<file path="src/rtl/mem_wb_stage.sv">
// mem_wb_stage: MEM/WB pipeline register with write-back select.
// Captures the MEM-stage results each clock, picks the register-file write
// data (ALU / load data / link address), gates the write enable against
// bubbles and the zero register, and counts retired instructions.
// Optional feature macro: MEM_WB_RETIRE_CNT_EN
//   defined   -> retire_count is a wrapping counter of retired instructions
//   undefined -> retire_count is tied to 0 (port still present)
// All state uses a synchronous active-low reset (reset_n).
module mem_wb_stage #(
  parameter int          CNT_W    = 32,
  parameter logic [4:0]  ZERO_REG = 5'd0
) (
  input  logic             clock,
  input  logic             reset_n,
  input  logic             stall,
  input  logic             flush,
  input  logic             EX_MEM_valid,
  input  logic [31:0]      EX_MEM_alu_out,
  input  logic [31:0]      dm_out,
  input  logic [31:0]      EX_MEM_pc_plus4,
  input  logic [4:0]       EX_MEM_rd,
  input  logic             EX_MEM_RegWrite,
  input  logic [1:0]       EX_MEM_MemtoReg,
  output logic             MEM_WB_valid,
  output logic [4:0]       MEM_WB_rd,
  output logic             MEM_WB_RegWrite,
  output logic [31:0]      MEM_WB_wdata,
  output logic [CNT_W-1:0] retire_count
);

  // Write-back mux; the reserved code falls back to the ALU result so the
  // write data is always a defined value.
  function automatic logic [31:0] wb_select(
    input logic [1:0]  sel,
    input logic [31:0] alu,
    input logic [31:0] mem,
    input logic [31:0] link
  );
    logic [31:0] res;
    case (sel)
      2'b00:   res = alu;
      2'b01:   res = mem;
      2'b10:   res = link;
      2'b11:   res = alu;
      default: res = alu;
    endcase
    return res;
  endfunction

  logic        w_load;
  logic        w_regwrite;
  logic [31:0] w_wdata;

  logic        r_valid;
  logic [4:0]  r_rd;
  logic        r_regwrite;
  logic [31:0] r_wdata;

  // Next-cycle write-back data, gated write enable and the "normal load" condition.
  always_comb begin
    w_wdata    = 32'd0;
    w_regwrite = 1'b0;
    w_load     = 1'b0;
    w_wdata    = wb_select(EX_MEM_MemtoReg, EX_MEM_alu_out, dm_out, EX_MEM_pc_plus4);
    if (EX_MEM_valid && EX_MEM_RegWrite && (EX_MEM_rd != ZERO_REG)) begin
      w_regwrite = 1'b1;
    end else begin
      w_regwrite = 1'b0;
    end
    if (!flush && !stall) begin
      w_load = 1'b1;
    end else begin
      w_load = 1'b0;
    end
  end

  // Pipeline register: reset > flush (bubble) > stall (hold) > load.
  always_ff @(posedge clock) begin
    if (!reset_n) begin
      r_valid    <= 1'b0;
      r_rd       <= 5'd0;
      r_regwrite <= 1'b0;
      r_wdata    <= 32'd0;
    end else if (flush) begin
      r_valid    <= 1'b0;
      r_rd       <= 5'd0;
      r_regwrite <= 1'b0;
      r_wdata    <= 32'd0;
    end else if (stall) begin
      r_valid    <= r_valid;
      r_rd       <= r_rd;
      r_regwrite <= r_regwrite;
      r_wdata    <= r_wdata;
    end else begin
      // A bubble still captures rd/wdata; valid and the enable stay low.
      r_valid    <= EX_MEM_valid;
      r_rd       <= EX_MEM_rd;
      r_regwrite <= w_regwrite;
      r_wdata    <= w_wdata;
    end
  end

  assign MEM_WB_valid    = r_valid;
  assign MEM_WB_rd       = r_rd;
  assign MEM_WB_RegWrite = r_regwrite;
  assign MEM_WB_wdata    = r_wdata;

`ifdef MEM_WB_RETIRE_CNT_EN
  logic [CNT_W-1:0] r_retire;

  // Retired-instruction counter; wraps silently at all-ones.
  always_ff @(posedge clock) begin
    if (!reset_n) begin
      r_retire <= {CNT_W{1'b0}};
    end else if (w_load && EX_MEM_valid) begin
      r_retire <= r_retire + {{(CNT_W-1){1'b0}}, 1'b1};
    end else begin
      r_retire <= r_retire;
    end
  end

  assign retire_count = r_retire;
`else
  assign retire_count = {CNT_W{1'b0}};
`endif

endmodule
</file>
<file path="config.mk">
export PLATFORM = sky130hd
export DESIGN_NAME = mem_wb_stage
export DESIGN_NICKNAME = d
export VERILOG_FILES = /design/src/rtl/mem_wb_stage.sv
export SDC_FILE = /design/constraint.sdc
export NUM_CORES = 1
export LEC_CHECK = 0
export CORE_MARGIN = 2
export CORE_UTILIZATION = 31
export CTS_CLUSTER_SIZE = 25
export DETAILED_ROUTE_END_ITERATION = 10
export GPL_ROUTABILITY_DRIVEN = 0
export PLACE_DENSITY = 0.87
export SLEW_MARGIN = 25
export SYNTH_ARGS = -nofsm -noshare
export SYNTH_HDL_FRONTEND = slang
export SYNTH_SLANG_ARGS = --single-unit
export TNS_END_PERCENT = 50
</file>
<file path="constraint.sdc">
create_clock -name clock -period 1.8 [get_ports clock]
set_clock_uncertainty 0.1 [all_clocks]
set_input_delay 0.27 -clock clock [delete_from_list [all_inputs] [get_ports clock]]
set_output_delay 0.27 -clock clock [all_outputs]
set_load 0.1 [all_outputs]
</file>
# [After elaboration in Yosys (flattened, before gate mapping)]
# Cells that the tools add are included.
[totals] output_inout_bits=71 word_cells=16 input_bits=109 reg_bits=39
[op_classes] mux=2 bitwise=1 reduce_logical=6 n_eq_ne=3
[ops] cell="$pmux 32 s3" count=1
[ops] cell="$reduce_bool 5->1" count=1
[ops] cell="$eq 2x2->1 const B" count=2
[ops] cell="$reduce_or 2->1" count=2
[ops] cell="$eq 2x1->1 const B" count=1
[ops] cell="$logic_and 1x1->1" count=2
[ops] cell="$logic_not 2->1" count=1
[ops] cell="$mux 1" count=1
[ops] cell="$not 1->1" count=1

# [Logic depth before layout (Yosys ltp)]
[depth] depth_word=3 mapped_depth=7 depth_no_buf=5

# [Worst setup path after synthesis]
# Ideal clock, no wire load.
[synth_path] path_kind="reg-to-reg" start="register, netlist name MEM_WB_wdata[28]" end="register r_wdata[28], in the netlist MEM_WB_wdata[28]" n_path_buf=0 slack_ns=0.238 path_stages_with_launch=3 setup_time_ns=0.103 arrival_ns=1.358 cell_sequence="dfxtp_1 -> nor2_1 -> a2111oi_2"
[synth_rtl] element="to (signal assigned)" line="93" source="r_wdata <= r_wdata;"
[synth_rtl] element="to (signal assigned)" line="99" source="r_wdata <= w_wdata;"
[synth_rtl] element="to (decl)" line="57" source="logic [31:0] r_wdata;"

# [Final worst setup path]
[layout_path] start="input EX_MEM_MemtoReg[1]" end="register r_wdata[9], in the netlist MEM_WB_wdata[9]"
[layout_via] elab_chain_len=3 word_cells_on_any_way=6
[layout_rtl] element="from (decl)" line="23" source="input logic [1:0] EX_MEM_MemtoReg,"
[layout_rtl] element="$eq 2x2->1 / $logic_not 2->1 (equally long branches)" line="40" source="case (sel)"
[layout_rtl] element="$reduce_or 2->1 (no source line)"
[layout_rtl] element="$pmux 32 s3 (*)" line="40"
# Mark *: on every way between the ends. The rest lies on a longest branch, timed or not.
# A chain may end at the register's enable or synchronous reset.

==> qor.csv <==
stage;metric;value;unit
drt;Total Wirelength;7180;µm
power_and_ir_drop;leakage power;1.53;nW
logic_synthesis;sequential cell area fraction in the yosys report;38.6;%
critical_path;WP data arrival;1790;ps
timing;min Tclk post-route;1730;ps
drt;Pre-Repair DR Iteration Count;4;
global_route;pin count of the biggest net entering global routing;40;
logic_synthesis;Synth top cells by count;dfxtp_1 (39), buf_4 (37), nor3_1 (31), o22ai_1 (31), a221oi_1 (24);
timing;max-slew violations;0;
drt;WL per Instance;16.4;µm
critical_path;crit path cell chain;clkdlybuf4s50_1 -> inv_1 -> ha_1 -> or2_1 -> buf_4 -> a221oi_1 -> nor3_1;
floorplanning;core area;0.00635;mm²
power_and_ir_drop;Power Density;699;mW/mm²
critical_path;type of the worst setup path;input pin to flip-flop;
drt;post-route ant nets;0;
drt;Remaining DRCs;0;
floorplanning;# IOs;180;
min_path;worst hold path class;flip-flop to flip-flop;
layout;Fill cells;505;
layout;Area growth syn-to-layout;94.6;%
logic_synthesis;post-synth cell types;21;
timing;maximum clock frequency;579;MHz
placement;placed wire-length estimate;5650;µm
global_route;initial antenna violation count;0;
layout;Final Util;62.0;%
run;total of max-cap violations;0;
clock_tree;CTS root buf;clkbuf_8;
critical_path;critical path fanouts, max;17;
clock_tree;Bufs on Longest Clock Path;2;
timing;final hold vios;0;
critical_path;CP endpoint kind;flip-flop;
clock_tree;hold_buf cts;0;
layout;share of cells above drive strength 1;19.7;%
global_route;global route total overflow;0;
logic_synthesis;Syn Std Cell Area;0.00202;mm²
logic_synthesis;Yosys reg bits;39;
floorplanning;die height;84.8;µm
drt;number of vias in the routed layout;2240;
timing;final setup margin;74.3;ps
clock_tree;Clock transition at path regs;80;ps
timing;setup TNS;0;ps
clock_tree;setup bufs post-CTS;0;
logic_synthesis;ys flop type;dfxtp_1;
clock_tree;CTS Sinks;39;
run_status;run status;finished, final reports clean;
global_route;GRT Total Usage;19.2;%
power_and_ir_drop;Peak VDD IR;0.000391;V
clock_tree;post-CTS sizing;0;
layout;post-route design area;0.00394;mm²
critical_path;Critical-path top delay cell;clkdlybuf4s50_1;
clock_tree;CTS tree;done;
global_route;first-pass GRT wire length;11100;µm
logic_synthesis;YS warnings;0;
critical_path;Req. time, crit path;1860;ps
critical_path;CP Launch Type;input pin;
clock_tree;total CTS buffers;5;
global_route;vias in the first global route;2315;
layout;non-filler instance count after layout;437;
placement;number of port buffers;147;
logic_synthesis;Avg Inst Size Synth;9.46;µm²
floorplanning;num rows;29;
drt;violation count after the first detailed-route iteration;64;
placement;placed cell areas;0.00383;mm²
layout;Antenna diodes;0;
placement;DP Worst Slack;-248;ps
timing;Setup Viol. Count Final;0;
floorplanning;DIE AREA;0.00719;mm²
logic_synthesis;Synth area leader;dfxtp_1;
layout;nets@finish;470;
clock_tree;Clk Latency, worst-skew pair;280;ps
critical_path;Crit path largest cell delay;490;ps
placement;placed cells;429;
logic_synthesis;Post-synth EDFFs;0;
logic_synthesis;Yosys top cell area share;38.6;%
clock_tree;CTS HTree Levels;2;
timing;RSZ-0062 raised after global routing;yes;
logic_synthesis;synth top area cells;dfxtp_1 (39%), buf_4 (14%), a221oi_1 (10%), o22ai_1 (9.6%), nor3_1 (7.7%);
logic_synthesis;synthesized netlist cell count;214;
drt;vias per inst;5.13;
logic_synthesis;most frequent cell after synthesis;dfxtp_1;
floorplanning;Die Span X;84.8;µm
floorplanning;initial core utilization;31.9;%
logic_synthesis;Async S/R FF share, synth;0;%
timing;crit share post-route;95.9;%
-- final cells by class --
cell class / count / area (µm²) / area share (%)
clock buffers: 7 / 76.3 / 1.94
inverters: 3 / 11.3 / 0.286
repair buffers: 160 / 1970 / 50.0
well taps: 77 / 96.3 / 2.45
multi-input cells: 150 / 998 / 25.3
clock inverters: 1 / 5.00 / 0.127
flip-flops and latches: 39 / 781 / 19.8
-- registers in the layout (all words and copies together), names as in the netlist --
name             flops
MEM_WB_wdata        32
MEM_WB_rd            5
MEM_WB_RegWrite      1
MEM_WB_valid         1
-- metal layers --
layer / global-route usage (%) / wire length, µm / part of all wire (%) / up-vias
li1: - / - / - / 1053
met1: 19.5 / 2640 / 37 / 1059
met2: 37.0 / 3820 / 53 / 120
met3: 6.32 / 632 / 8.8 / 8
met4: 5.34 / 88 / 1.2 / 0
met5: 0 / 0 / 0 / -
-- final timing paths --
path / from / to / slack (ps) / depth (start not counted)
worst min register to register: MEM_WB_RegWrite / MEM_WB_RegWrite / 410 / 2
worst min-delay path: MEM_WB_RegWrite / MEM_WB_RegWrite / 410 / 2
worst max-delay path: EX_MEM_MemtoReg[1] / MEM_WB_wdata[9] / 70 / 7
worst max register to register: MEM_WB_wdata[28] / MEM_WB_wdata[28] / 820 / 2
-- metrics by stage --
step,hold WS [ps],total power (W)
after CTS,419,0.00277
after detailed placement,406,0.00219
after global routing,446,0.00286
after floorplan,314,0.00177
final,413,0.00275
after global placement,393,0.00218
-- placed cells by master (no fill, tap or decap) --
cell / instances
clkbuf_8: 5
buf_12: 40
nand2_1: 1
mux2i_1: 6
ha_1: 2
clkdlybuf4s50_1: 108
o22ai_1: 31
a2111oi_2: 1
a221oi_2: 12
buf_4: 12
or4_1: 1
conb_1: 32
clkinv_2: 1
inv_1: 3
a221oi_1: 20
a21oi_1: 1
o2111ai_1: 1
or2_1: 1
dfxtp_1: 39
nor2_1: 8
nand2b_1: 2
clkbuf_1: 2
nor3_1: 31
-- logic make-up (layout without fill, tap and decap cells) --
| kind of cell | count (synthesis) | in the layout | share of synthesized area, % |
|---|---|---|---|
| buf+inv | 56 | 171 | 19.1 |
| mux | 6 | 6 | 2.97 |
| compound gates | 66 | 66 | 27.3 |
| fa+ha+maj | 2 | 2 | 1.24 |
| flops | 39 | 39 | 38.6 |
| other cells | 1 | 32 | 0.185 |
| simple gates | 44 | 44 | 10.6 |
-- critical path, delay by kind of cell --
kind / cells / cell delay (ps)
compound gates: 1 / 250
fa+ha+maj: 1 / 180
buf+inv: 3 / 750
simple gates: 2 / 340
-- where the power goes --
group	leakage [nW]	internal [W]	total (W)	switching, W
clock	0.0422	0.000273	0.000576	0.000304
combinational	1.17	0.000458	0.00124	0.000778
sequential	0.319	0.000901	0.000942	0.0000410
Power figures use the tool's default switching activity.
